$ cat config.mk
export PLATFORM = sky130hd
export DESIGN_NAME = contador_nbits
export DESIGN_NICKNAME = d
export VERILOG_FILES = /design/src/rtl/contador_pkg.sv /design/src/rtl/contador_prescaler.sv /design/src/rtl/contador_nbits.sv
export SDC_FILE = /design/constraint.sdc
export NUM_CORES = 1
export LEC_CHECK = 0
export ABC_AREA = 1
export CAP_MARGIN = 20
export CORE_AREA = 2 2 55 42
export DETAILED_ROUTE_END_ITERATION = 16
export DIE_AREA = 0 0 57 44
export PLACE_DENSITY = 0.82
export SLEW_MARGIN = 10
export SYNTH_ARGS = -nofsm -noshare
export SYNTH_HDL_FRONTEND = slang
export SYNTH_HIERARCHICAL = 1
export SYNTH_SLANG_ARGS = --single-unit
$ cat constraint.sdc
create_clock -name clk -period 1.5 [get_ports clk]
set_input_delay 0.45 -clock clk [delete_from_list [all_inputs] [get_ports clk]]
set_output_delay 0.45 -clock clk [all_outputs]
set_load 0.02 [all_outputs]
$ cat src/rtl/contador_pkg.sv
// Purpose: shared defaults, direction constants and parameter-range helpers for contador_nbits.
// Latency: none (package only).
// Backpressure: none (package only).
// Build option: CONTADOR_SAT_EN (used by contador_nbits) selects saturating instead of wrapping steps.
package contador_pkg;

    localparam int              DEF_WIDTH    = 8;
    localparam longint unsigned DEF_MODULO   = 64'd256;
    localparam int              DEF_PRESCALE = 1;

    localparam logic DIR_UP   = 1'b1;
    localparam logic DIR_DOWN = 1'b0;

    // Ceiling log2; clog2(0) = clog2(1) = 0.
    function automatic int clog2(input longint unsigned v);
        int r;
        r = 0;
        for (int i = 0; i < 63; i++) begin
            if ((64'd1 << i) < v) begin
                r = i + 1;
            end
        end
        return r;
    endfunction

    // Legal count range: 2 .. 2**width, width 1..32.
    function automatic bit modulo_ok(input int width, input longint unsigned modulo);
        return (width >= 1) && (width <= 32) &&
               (modulo >= 64'd2) && (modulo <= (64'd1 << width));
    endfunction

endpackage

$ cat src/rtl/contador_prescaler.sv
// Purpose: divides enabled cycles by PRESCALE, producing a one-cycle step on the last one.
// Latency: step is combinational from the registered phase and enable.
// Backpressure: none; enable=0 freezes the phase, clear restarts it.
// Ports: clk, reset (sync, active-low), enable, clear (restart phase), step (out).
module contador_prescaler
    import contador_pkg::*;
#(
    parameter int PRESCALE = DEF_PRESCALE
) (
    input  logic clk,
    input  logic reset,
    input  logic enable,
    input  logic clear,
    output logic step
);

    if ((PRESCALE < 1) || (PRESCALE > 65535)) begin : g_bad_prescale
        $error("contador_prescaler: PRESCALE out of range 1..65535");
    end

    // At least one bit so PRESCALE=1 still elaborates; the phase then stays at 0
    // and step reduces to enable.
    localparam int PW = (clog2(longint'(PRESCALE)) < 1) ? 1 : clog2(longint'(PRESCALE));
    localparam logic [PW-1:0] LAST = PW'(PRESCALE - 1);

    logic [PW-1:0] pre_cnt;

    assign step = enable && (pre_cnt == LAST);

    always_ff @(posedge clk) begin
        if (!reset) begin
            pre_cnt <= '0;
        end else if (clear) begin
            pre_cnt <= '0;
        end else if (enable) begin
            pre_cnt <= step ? '0 : pre_cnt + PW'(1);
        end
    end

endmodule

$ cat src/rtl/contador_nbits.sv
// Purpose: up/down modulo-MODULO counter with prescaler, clamped parallel load, tc flag and wrap pulse.
// Latency: count/wrap update one edge after the step or load; tc is combinational from count and up.
// Backpressure: none; enable=0 holds count and prescaler phase, load overrides enable.
// Ports: clk, reset (sync, active-low), enable, up, load, load_value[WIDTH] in; count[WIDTH], tc, wrap out.
// Build option: define CONTADOR_SAT_EN for saturating mode (step at tc holds count, wrap still pulses).
module contador_nbits
    import contador_pkg::*;
#(
    parameter int              WIDTH    = DEF_WIDTH,
    parameter longint unsigned MODULO   = 64'd1 << WIDTH,
    parameter int              PRESCALE = DEF_PRESCALE
) (
    input  logic             clk,
    input  logic             reset,
    input  logic             enable,
    input  logic             up,
    input  logic             load,
    input  logic [WIDTH-1:0] load_value,
    output logic [WIDTH-1:0] count,
    output logic             tc,
    output logic             wrap
);

    if (!modulo_ok(WIDTH, MODULO)) begin : g_bad_modulo
        $error("contador_nbits: WIDTH/MODULO out of range");
    end

    // One extra bit so MODULO itself is representable when MODULO = 2**WIDTH.
    localparam int           CW      = WIDTH + 1;
    localparam logic [CW-1:0] MOD_EXT = CW'(MODULO);
    localparam logic [CW-1:0] MOD_M1  = CW'(MODULO - 64'd1);
    localparam logic [WIDTH-1:0] MAX_CNT = MOD_M1[WIDTH-1:0];

    logic             step;
    logic [WIDTH-1:0] load_clamped;
    logic [WIDTH-1:0] count_next;

    contador_prescaler #(
        .PRESCALE (PRESCALE)
    ) u_prescaler (
        .clk    (clk),
        .reset  (reset),
        .enable (enable),
        .clear  (load),
        .step   (step)
    );

    assign load_clamped = ({1'b0, load_value} >= MOD_EXT) ? MAX_CNT : load_value;

    assign tc = (up == DIR_UP) ? ({1'b0, count} == MOD_M1) : (count == '0);

    always_comb begin
        count_next = count;
        if (up == DIR_UP) begin
            if (tc) begin
`ifdef CONTADOR_SAT_EN
                count_next = count;
`else
                count_next = '0;
`endif
            end else begin
                count_next = count + WIDTH'(1);
            end
        end else begin
            if (tc) begin
`ifdef CONTADOR_SAT_EN
                count_next = count;
`else
                count_next = MAX_CNT;
`endif
            end else begin
                count_next = count - WIDTH'(1);
            end
        end
    end

    always_ff @(posedge clk) begin
        if (!reset) begin
            count <= '0;
            wrap  <= 1'b0;
        end else if (load) begin
            count <= load_clamped;
            wrap  <= 1'b0;
        end else if (step) begin
            count <= count_next;
            wrap  <= tc;
        end else begin
            wrap  <= 1'b0;
        end
    end

endmodule

**Word level (Yosys, flattened, before mapping)**

Index checks and enable logic that the tools add are counted.

- Flip-flop bits (word level): 10
- Input bits: 13

- Add/subtract/negate cells: 3
- Equal/unequal tests: 1
- Mux-type cells: 7
- Bitwise gates (word level): 3
- Reductions and logical operators: 5

Operator list:

| kind | count |
|---|---|
| $mux 8 | 5 |
| $add 8x1->8 const B | 1 |
| $eq 8x8->1 const B | 1 |
| $logic_not 8->1 | 1 |
| $sub 8x1->8 const B | 1 |
| $not 1->1 | 3 |
| $reduce_or 3->1 | 1 |
| $mux 1 | 2 |
| $reduce_bool 2->1 | 1 |
| $reduce_or 2->1 | 1 |
| $add 1x1->1 const B | 1 |
| $logic_and 1x1->1 | 1 |

**Depth between registers and ports, before layout**

- Word-level depth: 6
- Mapped depth: 12
- Depth with buffers taken out: 12

**By module**

The synthesis kept the hierarchy.

Modules (own cells, without submodules):

| module | times used | cells an instance | area each (um2) | sequential area each (um2) |
|---|---|---|---|---|
| contador_nbits | 1 | 128 | 835.8 | 180.2 |
| contador_prescaler | 1 | 7 | 42.5 | 20.0 |

**Least setup slack after synthesis**

OpenSTA, ideal clock, no wires.

- Kind: reg2out
- Start: register count[0]
- End: output tc
- Arrival: 1.164 ns
- Setup slack: -0.114 ns
- Cell stages (with the launch flop): 5
- Path buffers: 0
- Path through: dfxtp_1 -> ha_1 -> nand3_2 -> nand3b_1 -> nand2_4

- Longest elaborated chain between the ends: 2
- Elaborated cells between the ends (all ways): 3
- Those cells by class: eq/ne (1); mux (1); reduce/logical (1)

RTL lines:

| what | line | text |
|---|---|---|
| start: declaration | contador_nbits.sv:19 | `output logic [WIDTH-1:0] count,` |
| start signal: assignment | contador_nbits.sv:82 | `count <= load_clamped;` |
| start signal: assignment | contador_nbits.sv:85 | `count <= count_next;` |
| $eq 8x8->1 or $logic_not 8->1 (tied branches) | contador_nbits.sv:50 | `assign tc = (up == DIR_UP) ? ({1'b0, count} == MOD_M1) : (count == '0);` |
| $mux 1 * | contador_nbits.sv:50 |  |
| end: declaration | contador_nbits.sv:20 | `output logic tc,` |

Every way passes the cells marked *; elsewhere a longest branch is shown, timed or not.

**Worst setup path in the final report**

- Start: register count[1]
- End: output tc

Same word-level chain as after synthesis.

==> run_results.csv <==
group,metric,value,unit
floorplan,start_util,44.0,%
setup_path,worstPathRequired,1.05,ns
timing,hold_violations,0,
final_layout,utilization,75.5,%
floorplan,coreArea,2000,sq um
clocking,hold_buffers,0,
grt,grt_pass1_vias,1034,
worst_hold_path,min_path_cells,2,
grt,grt_max_degree,11,
status,failed_checks,"negative setup slack",
detailed_routing,routedWlPerCell,14.0,microns
timing,period_needed,1.74,ns
detailed_routing,wl,3020,microns
detailed_routing,viasPerCell,5.11,
final_layout,fin_nets,209,
placement,dp_hpwl,2070,microns
synthesis,synth_cells,135,
final_layout,final_common_cell,"buf_4",
power_and_ir_drop,power.density,687,nW/um^2
detailed_routing,dr.pass1.iters,4,
floorplan,die_w,57,microns
timing,whs,0.442,ns
floorplan,dieArea,2510,sq um
synthesis,syn_area,878,sq um
clocking,clk_latency,0.26,ns
synthesis,synth_top_area_share,22.8,%
grt,grt_pass1_wl,4440,microns
timing,layout_setup_ws,-0.239,ns
floorplan,num_io_pins,23,
clocking,cts_max_level,1,
setup_path,timing.rr.end,"count[2]",
worst_hold_path,hold_start,"u_prescaler/pre_cnt",
detailed_routing,ant_nets,0,
clocking,cts_buffers,3,
worst_hold_path,hold_path_class,"reg -> reg",
final_layout,syn_to_final_growth,71.7,%
final_layout,final_layout_size_suffix_gt1_share,47.9,%
clocking,cts_root_buf,"clkbuf_4",
power_and_ir_drop,p_leak,0.703,nW
timing,skew,0.00313,ns
synthesis,avgSynthCellArea,6.51,sq um
setup_path,worstSetupStartpointType,"flop",
clocking,cts_tree,"yes",
timing,rsz0062_at_grt,"yes",
synthesis,synth-seq-area-share,22.8,%
detailed_routing,via_count,1104,
grt,grtUsageTotal,22.7,%
timing,setup_viol,9,
timing,slew_headroom,78.9,%
floorplan,row_count,14,
grt,grt_antenna_before_repair,0,
setup_path,r2r_slack,-0.12,ns
setup_path,regToRegStartpoint,"count[0]",
detailed_routing,drtIter0Drc,57,
placement,port_buffers,22,
final_layout,diodes,0,
worst_hold_path,hold_end,"u_prescaler/pre_cnt",
power_and_ir_drop,power,1.04,mW
clocking,cts.reportedPaths.clkPinSlew,0.06,ns
setup_path,critPathCaptureType,"output pin",
synthesis,ys_ff_latch,10,
setup_path,worstRegToRegCells,12,
final_layout,final_cell_mix,"35 x buf_4, 34 x nand2_1, 11 x clkdlybuf4s50_1",
setup_path,arrival,1.29,ns
floorplan,die_h,44,microns
timing,max_freq,575,MHz
final_layout,fill_cells,145,
status,status,"finished, violations left",
synthesis,yosysUniqueCellTypes,26,
clocking,cts.path.max_buffers,2,
detailed_routing,drc,0,
synthesis,synthTopCellsByArea,"dfxtp_1 23%, nand2_1 16%, xor2_1 8.0%",
grt,grt_overflow,0,
final_layout,multi_input_area,668,sq um
final_layout,regArea,221,sq um
timing,finalCritPeriodShare,116,%
timing,tightest_slew,0.317,ns
synthesis,synth_area_leader_cell,"dfxtp_1",
setup_path,crit_path_max_fanout,3,
timing,slew_viol_final,0,
flow_run,drv_cap,0,
synthesis,syn_nets,150,
clocking,clock-sinks,10,
setup_path,path_class,"reg -> out",
power_and_ir_drop,ir_drop,0.000515,V
synthesis,yosysWarnings,6,
placement,gp_congestion,0.887,
report_power, final:
part	leakage (nW)	switching (mW)	internal (mW)	total, mW
sequential	0.0862	0.0362	0.287	0.323
clock	0.0138	0.0829	0.0922	0.175
combinational	0.603	0.275	0.262	0.537
worst max-delay path by stage:
stage | from | end | depth (start not counted)
finish | count[1] | tc | 7
global route | count[1] | tc | 7
CTS | count[1] | tc | 7
detailed placement | up | tc | 5
global placement | up | tc | 4
floorplan | count[0] | tc | 4
kinds of logic (layout without fill, tap and decap cells):
logic type | Yosys count | count (layout) | share of synthesized area [%]
compound gates | 23 | 23 | 15.8
buf+inv | 22 | 79 | 14.5
flops | 10 | 10 | 22.8
xor+xnor | 8 | 8 | 7.98
simple gates | 70 | 70 | 36.0
fa+ha+maj | 2 | 2 | 2.85
final cells by class:
class	instances	area share, %
Timing Repair Buffer	59	32.4
Tap cell	24	1.99
Clock buffer	3	1.49
Multi-Input combinational cell	103	44.3
Inverter	17	5.06
Sequential cell	10	14.7
layer usage:
metal  GRT usage [%]  wire length [microns]  vias to the layer above
li1                -                      -                      547
met1            31.2                   1390                      500
met2            36.6                   1400                       51
met3            2.69                    198                        6
met4            8.84                     36                        0
met5               0                      0                        -
synthesized netlist by cell type (all sizes together):
cell     n
nor2    14
a22oi    5
dfxtp   10
a21oi    6
a31oi    2
inv     17
nand2   41
nand3   12
o31ai    1
buf      4
clkbuf   1
ha       2
o211ai   1
nand3b   1
o21ai    8
nor3     2
xor2     8
critical path, stage by stage (launching register included):
cell and delay [ns]:
dfxtp_4 0.37, inv_4 0.06, ha_4 0.14, nand2_4 0.06, nor2_4 0.09, nand3_2 0.11
nand2_4 0.08, buf_6 0.11
what timing repair did:
action	4_1_cts	5_1_grt
endpoints found under the setup margin	17	14
gates resized for setup	54	27
pin swaps	5	13
setup buffers	1	5
per-stage QoR:
stage | cells | setup TNS [ns] | setup WS, ns | instance area [sq um]
finish | 216 | -0.746 | -0.239 | 1510
detailed placement | 207 | -4.26 | -0.743 | 1310
global placement | 207 | -3.73 | -0.700 | 1310
global route | 216 | -1.31 | -0.285 | 1510
floorplan | 135 | 0 | 0.00107 | 886
CTS | 211 | -0.254 | -0.238 | 1400
registers in the layout, indices dropped and copies added (netlist names):
signal and cells:
count 8, u_prescaler/pre_cnt 1, wrap 1
Note: power is estimated with default switching activity, not from simulation.
